<file path="src/rtl/conv_encoder_kparam_if.sv">
// Stream bundle for the convolutional encoder: bit input side and symbol
// output side, each with a valid/ready handshake.
//   in_valid/in_ready/in_bit/in_last       : unencoded bit stream
//   out_valid/out_ready/out_sym/out_last   : encoded {sym1,sym0} stream
// master = bit source / symbol sink, slave = encoder.
interface conv_encoder_kparam_if;
  logic       in_valid;
  logic       in_ready;
  logic       in_bit;
  logic       in_last;
  logic       out_valid;
  logic       out_ready;
  logic [1:0] out_sym;
  logic       out_last;

  modport master (
    output in_valid, in_bit, in_last, out_ready,
    input  in_ready, out_valid, out_sym, out_last
  );

  modport slave (
    input  in_valid, in_bit, in_last, out_ready,
    output in_ready, out_valid, out_sym, out_last
  );
endinterface

</file>
<file path="src/rtl/conv_encoder_kparam.sv">
// Rate-1/2 feed-forward convolutional encoder with runtime constraint length
// (3..K_MAX) and runtime generators, frame handling with automatic zero-tail
// termination (K-1 flush symbols) and a one-stage output register.
// Ports:
//   clk_i, rst_ni       : clock, asynchronous active-low reset
//   k_sel_i             : constraint length, clamped to 3..K_MAX, sampled at frame start
//   g0_i / g1_i         : generators for sym1 / sym0, sampled at frame start
//   bus (slave)         : input bit stream and output symbol stream
//   busy_o              : frame in progress (DATA or TAIL)
//   frame_cnt_o         : completed-frame count (only with STATS_EN defined)
// Optional feature macro: STATS_EN.
module conv_encoder_kparam #(
  parameter int unsigned K_MAX = 7,
  parameter int unsigned CNT_W = 16
) (
  input  logic                 clk_i,
  input  logic                 rst_ni,
  input  logic [3:0]           k_sel_i,
  input  logic [K_MAX-1:0]     g0_i,
  input  logic [K_MAX-1:0]     g1_i,
  conv_encoder_kparam_if.slave bus,
  output logic                 busy_o
`ifdef STATS_EN
  ,
  output logic [CNT_W-1:0]     frame_cnt_o
`endif
);

  localparam int unsigned H_W = K_MAX - 1;

  typedef enum logic [1:0] {S_IDLE, S_DATA, S_TAIL} state_e;

  state_e           state_q, state_d;
  logic [H_W-1:0]   hist_q, hist_d;
  logic [3:0]       k_q, k_d;
  logic [K_MAX-1:0] g0_q, g0_d, g1_q, g1_d;
  logic [3:0]       tail_q, tail_d;
  logic             out_valid_q, out_valid_d;
  logic [1:0]       out_sym_q, out_sym_d;
  logic             out_last_q, out_last_d;
  logic             busy_q, busy_d;

  logic             slot_free_c, in_ready_c, accept_c, tail_step_c, u_c;
  logic [3:0]       k_eff_c;
  logic [K_MAX-1:0] g0_eff_c, g1_eff_c, mask_c, taps_c;
  logic [1:0]       sym_c;

  // Clamp the requested constraint length into 3..K_MAX.
  function automatic logic [3:0] clamp_k(input logic [3:0] k);
    if (k < 4'd3)                  return 4'd3;
    else if (32'(k) > K_MAX)       return 4'(K_MAX);
    else                           return k;
  endfunction

  // Handshake, tap selection and symbol computation.
  always_comb begin
    slot_free_c = !out_valid_q || bus.out_ready;
    in_ready_c  = (state_q != S_TAIL) && slot_free_c;
    accept_c    = bus.in_valid && in_ready_c;
    tail_step_c = (state_q == S_TAIL) && slot_free_c;
    // In IDLE the first bit is encoded with the configuration being latched.
    k_eff_c     = (state_q == S_IDLE) ? clamp_k(k_sel_i) : k_q;
    g0_eff_c    = (state_q == S_IDLE) ? g0_i : g0_q;
    g1_eff_c    = (state_q == S_IDLE) ? g1_i : g1_q;
    mask_c      = '0;
    for (int j = 0; j < int'(K_MAX); j++) begin
      mask_c[j] = (j < int'(k_eff_c));
    end
    u_c    = (state_q == S_TAIL) ? 1'b0 : bus.in_bit;
    taps_c = {hist_q, u_c};
    sym_c  = {^(taps_c & g0_eff_c & mask_c), ^(taps_c & g1_eff_c & mask_c)};
  end

  // Next-state and register inputs.
  always_comb begin
    state_d     = state_q;
    hist_d      = hist_q;
    k_d         = k_q;
    g0_d        = g0_q;
    g1_d        = g1_q;
    tail_d      = tail_q;
    out_valid_d = out_valid_q && !bus.out_ready;
    out_sym_d   = out_sym_q;
    out_last_d  = out_last_q;

    case (state_q)
      S_IDLE: begin
        if (accept_c) begin
          k_d     = k_eff_c;
          g0_d    = g0_i;
          g1_d    = g1_i;
          state_d = bus.in_last ? S_TAIL : S_DATA;
          tail_d  = 4'(k_eff_c - 4'd1);
        end
      end
      S_DATA: begin
        if (accept_c && bus.in_last) begin
          state_d = S_TAIL;
          tail_d  = 4'(k_eff_c - 4'd1);
        end
      end
      S_TAIL: begin
        if (tail_step_c) begin
          tail_d = 4'(tail_q - 4'd1);
          if (tail_q == 4'd1) state_d = S_IDLE;
        end
      end
      default: state_d = S_IDLE;
    endcase

    if (accept_c || tail_step_c) begin
      out_valid_d = 1'b1;
      out_sym_d   = sym_c;
      out_last_d  = tail_step_c && (tail_q == 4'd1);
      hist_d      = {hist_q[H_W-2:0], u_c};
      // Clear the whole history so a later, longer K starts from zero.
      if (tail_step_c && (tail_q == 4'd1)) hist_d = '0;
    end

    busy_d = (state_d != S_IDLE);
  end

  // State and output registers.
  always_ff @(posedge clk_i or negedge rst_ni) begin
    if (!rst_ni) begin
      state_q     <= S_IDLE;
      hist_q      <= '0;
      k_q         <= 4'd3;
      g0_q        <= '0;
      g1_q        <= '0;
      tail_q      <= '0;
      out_valid_q <= 1'b0;
      out_sym_q   <= '0;
      out_last_q  <= 1'b0;
      busy_q      <= 1'b0;
    end else begin
      state_q     <= state_d;
      hist_q      <= hist_d;
      k_q         <= k_d;
      g0_q        <= g0_d;
      g1_q        <= g1_d;
      tail_q      <= tail_d;
      out_valid_q <= out_valid_d;
      out_sym_q   <= out_sym_d;
      out_last_q  <= out_last_d;
      busy_q      <= busy_d;
    end
  end

  assign bus.in_ready  = in_ready_c;
  assign bus.out_valid = out_valid_q;
  assign bus.out_sym   = out_sym_q;
  assign bus.out_last  = out_last_q;
  assign busy_o        = busy_q;

`ifdef STATS_EN
  logic [CNT_W-1:0] frame_cnt_q, frame_cnt_d;

  // Count frames whose final tail symbol was taken downstream.
  always_comb begin
    frame_cnt_d = frame_cnt_q;
    if (out_valid_q && bus.out_ready && out_last_q) frame_cnt_d = CNT_W'(frame_cnt_q + 1'b1);
  end

  always_ff @(posedge clk_i or negedge rst_ni) begin
    if (!rst_ni) frame_cnt_q <= '0;
    else         frame_cnt_q <= frame_cnt_d;
  end

  assign frame_cnt_o = frame_cnt_q;
`endif

endmodule
</file>
<file path="src/flat_wrapper.sv">
// flat-port wrapper written by rule: the top's interface ports become plain ports
module conv_encoder_kparam_flat 
#(
  parameter int unsigned K_MAX = 7,
  parameter int unsigned CNT_W = 16
)
  (clk_i, rst_ni, k_sel_i, g0_i, g1_i, busy_o, bus_in_valid, bus_in_bit, bus_in_last, bus_out_ready, bus_in_ready, bus_out_valid, bus_out_sym, bus_out_last);
  conv_encoder_kparam_if bus_i ();
  input  logic clk_i;
  input  logic rst_ni;
  input  logic [3:0] k_sel_i;
  input  logic [K_MAX-1:0] g0_i;
  input  logic [K_MAX-1:0] g1_i;
  output logic busy_o;
  input wire logic [$bits(bus_i.in_valid)-1:0] bus_in_valid;
  input wire logic [$bits(bus_i.in_bit)-1:0] bus_in_bit;
  input wire logic [$bits(bus_i.in_last)-1:0] bus_in_last;
  input wire logic [$bits(bus_i.out_ready)-1:0] bus_out_ready;
  output wire logic [$bits(bus_i.in_ready)-1:0] bus_in_ready;
  output wire logic [$bits(bus_i.out_valid)-1:0] bus_out_valid;
  output wire logic [$bits(bus_i.out_sym)-1:0] bus_out_sym;
  output wire logic [$bits(bus_i.out_last)-1:0] bus_out_last;
  assign bus_i.in_valid = bus_in_valid;
  assign bus_i.in_bit = bus_in_bit;
  assign bus_i.in_last = bus_in_last;
  assign bus_i.out_ready = bus_out_ready;
  assign bus_in_ready = bus_i.in_ready;
  assign bus_out_valid = bus_i.out_valid;
  assign bus_out_sym = bus_i.out_sym;
  assign bus_out_last = bus_i.out_last;
  conv_encoder_kparam #(.K_MAX(K_MAX), .CNT_W(CNT_W)) u_core (.clk_i(clk_i), .rst_ni(rst_ni), .k_sel_i(k_sel_i), .g0_i(g0_i), .g1_i(g1_i), .bus(bus_i), .busy_o(busy_o));
endmodule
</file>
<file path="config.mk">
export PLATFORM = sky130hd
export DESIGN_NAME = conv_encoder_kparam_flat
export DESIGN_NICKNAME = d
export VERILOG_FILES = /design/src/rtl/conv_encoder_kparam_if.sv /design/src/rtl/conv_encoder_kparam.sv /design/src/flat_wrapper.sv
export SDC_FILE = /design/constraint.sdc
export NUM_CORES = 1
export LEC_CHECK = 0
export ABC_AREA = 1
export CAP_MARGIN = 0
export CORE_MARGIN = 8
export CORE_UTILIZATION = 38
export CTS_CLUSTER_SIZE = 16
export DETAILED_ROUTE_END_ITERATION = 12
export GPL_ROUTABILITY_DRIVEN = 1
export REMOVE_ABC_BUFFERS = 1
export SYNTH_ARGS = -nofsm -noshare
export SYNTH_HDL_FRONTEND = slang
export SYNTH_SLANG_ARGS = --single-unit
</file>
<file path="constraint.sdc">
create_clock -name clk_i -period 3.9 [get_ports clk_i]
set_input_delay 1.17 -clock clk_i [delete_from_list [all_inputs] [get_ports clk_i]]
set_output_delay 1.17 -clock clk_i [all_outputs]
set_load 0.005 [all_outputs]
</file>
==> metrics.md <==
| Metric | Value |
|---|---|
| Status | complete, no violations |
| Vias in the first global route | roughly 2,200 |
| Area growth, synth to finish | 20.0% |
| Kind of critical path | primary input to output port |
| CTS tree | built |
| Post-DP HPWL | between 4 and 5 mm |
| Most frequent cells in the layout | 115 x nand2_1, 44 x inv_1, 37 x nand3_1 |
| Initial Util | 0.392 |
| HP Class | flop to flop |
| Max-slew violations | 0 |
| Detailed router's first-iteration violation count | 83 |
| Clk slew on worst S/H paths | about 0.07 ns |
| PD cells | 747 nW/um^2 |
| Longest Clk Path Bufs | 2 |
| First-pass DRT Iterations | 4 |
| Post-CTS Resized | 0 |
| Via count | around 2,100 |
| Leakage | 1.43 nW |
| Worst clock skew | 0.00376 ns |
| Ant diodes | 0 |
| Post-DR vias/cell | ~4.8 |
| Setup Fix Bufs, Post-CTS | 0 |
| Drt wl/cell | between 10 and 15 microns |
| H-tree depth | 2 |
| Total negative slack | 0 ns |
| Total CTS buffers | 5 |
| Crit. End Element | output port |
| Nets | 390 |
| TritonCTS Sinks | 35 |
| # DRC | 0 |
| Routed WL | 5.53 mm |
| YS warnings | 0 |
| CP arrival | 2.41 ns |
| Final Hold Fails | 0 |
| Post-DRT Antenna Nets | 0 |
| Syn Std Cell Area | roughly 2300 sq um |
| I/O Buffers | 29 |
| GPL Wtd Cong | just over 0.8 |
| Max Cap Violations | 0 |
| Worst-Skew Late Latency | about 0.28 ns |
| FMAX | ~0.28 GHz |
| Final worst path period share | 0.918 |
| Die Area | 8820 sq um |
| Die Ht | 93.9 microns |
| Yosys reg bits | 35 |
| Most common cell after layout, fill and taps aside | nand2_1 |
| Layout cells sized above 1 | 0.0859 |
| Critical Path RT | approximately 2.7 ns |
| Global-route wire length before repair | about 10 mm |
| Post-Syn Area per Cell | 7.01 sq um |
| Root buf cell | clkbuf_8 |
| Yosys cell types | 27 |
| Setup Viol. Count Final | 0 |
| CORE AREA | about 5900 sq um |
| Peak supply drop | 0.387 mV |
| Sequential fraction of the synthesis area | 0.381 |
| Slew headroom | 0.452 |
| Std cell rows | 28 |
| Minimum hold slack | between 0.4 and 0.5 ns |
| Min Tclk post-route | ~3.6 ns |
| Fillers | 598 |
| Global-route usage over all layers | 0.136 |
| Remaining Overflow, GRT | 0 |
| Die Wd | 93.9 microns |
| # IOs | 30 |
| Worst Tran Pin Value | 0.822 ns |
| Initial antenna violation count | 0 |
| Largest net degree at the start of global routing | 36 |
| Synth Instances | 329 |
| RSZ-0062 raised after global routing | false |
| Crit path launch type | primary input |
| Hold Buf Count CTS | 0 |
| CP Max Fanout | 2 |
## metal layers
metal	GRT usage	wire [microns]	vias up
li1	-	-	1110
met1	0.164	2570	949
met2	0.228	2610	42
met3	0.0400	295	6
met4	0.0436	61	0
met5	0	0	-
## cells in the mapped netlist, drive strengths merged
library cell  count  share of area
nand2           119           0.20
inv              46          0.075
nand3            38          0.085
dfrtp            33           0.36
o21ai            27          0.059
nor2             18          0.036
a21oi            16          0.035
mux2              7          0.036
ha                6          0.033
buf               5          0.017
xor2              3          0.011
a22oi             2         0.0065
dfstp             2          0.023
or2               2         0.0054
a21o              1         0.0033
clkbuf            1         0.0016
nand4             1         0.0092
o22ai             1         0.0027
o31ai             1         0.0033
## report_power, final
part	switching [mW]	internal (mW)	total, mW
combinational	0.697	0.409	1.11
sequential	0.0913	0.528	0.620
clock	0.137	0.207	0.344
total	0.925	1.14	2.07
## registers in the layout (all words and copies together), names as in the netlist
register              flops
u_core.k_q                4
u_core.bus.out_last       1
u_core.bus.out_valid      1
u_core.busy_o             1
u_core.bus.out_sym        2
u_core.state_q            2
u_core.hist_q             6
u_core.g1_q               7
u_core.g0_q               7
u_core.tail_q             4
## worst paths after layout
| kind | slack (ns) | from | end | depth (start not counted) |
|---|---|---|---|---|
| max in group asynchronous | 2.40 | rst_ni | u_core.state_q[1]$_DFF_PN0_ | 1 |
| min in group asynchronous | 0.98 | rst_ni | u_core.g0_q[4]$_DFFE_PN0P_ | 1 |
| hold / removal | 0.49 | u_core.bus.out_sym[0]$_DFFE_PN0P_ | u_core.bus.out_sym[0]$_DFFE_PN0P_ | 2 |
| setup / recovery | 0.32 | bus_out_ready | bus_in_ready | 6 |
| hold reg to reg | 0.49 | u_core.bus.out_sym[0]$_DFFE_PN0P_ | u_core.bus.out_sym[0]$_DFFE_PN0P_ | 2 |
| setup reg to reg | 1.23 | u_core.state_q[1]$_DFF_PN0_ | u_core.bus.out_sym[0]$_DFFE_PN0P_ | 17 |
## final cells by class
class,count,area [sq um],area share
Tap cell,75,93.8,0.0339
Multi-Input combinational cell,242,1210,0.438
Clock inverter,2,35.0,0.0127
Inverter,46,173,0.0624
Sequential cell,35,878,0.317
Timing Repair Buffer,30,293,0.106
Clock buffer,6,82.6,0.0298
## worst max-delay path, stage by stage
cell	delay [ns]
clkdlybuf4s50_1	0.45
inv_1	0.03
nand2_1	0.06
nand2_1	0.10
inv_1	0.09
clkdlybuf4s50_1	0.50
## per-stage QoR
step / utilization / power, mW / instances / setup WS, ns / instance area, sq um
6_report: 0.470 / 2.07 / 436 / 0.319 / 2770
4_1_cts: 0.470 / 2.09 / 436 / 0.309 / 2770
5_1_grt: 0.470 / 2.28 / 436 / 0.223 / 2770
3_3_place_gp: 0.450 / 1.71 / 428 / 0.327 / 2650
3_5_place_dp: 0.450 / 1.74 / 428 / 0.260 / 2650
2_1_floorplan: - / 1.41 / 323 / 1.03 / 2260
## cell families (layout without fill, tap and decap cells)
| logic type | Yosys count | count (layout) | synth area share |
|---|---|---|---|
| AOI/OAI and AO/OA | 48 | 48 | 0.109 |
| buffers and inverters | 52 | 84 | 0.0933 |
| xor gates and xnor gates | 3 | 3 | 0.0114 |
| and+or+nand+nor | 178 | 178 | 0.337 |
| DFF | 35 | 35 | 0.381 |
| adders and majority gates | 6 | 6 | 0.0325 |
| muxes | 7 | 7 | 0.0358 |
Power figures use the tool's default switching activity.
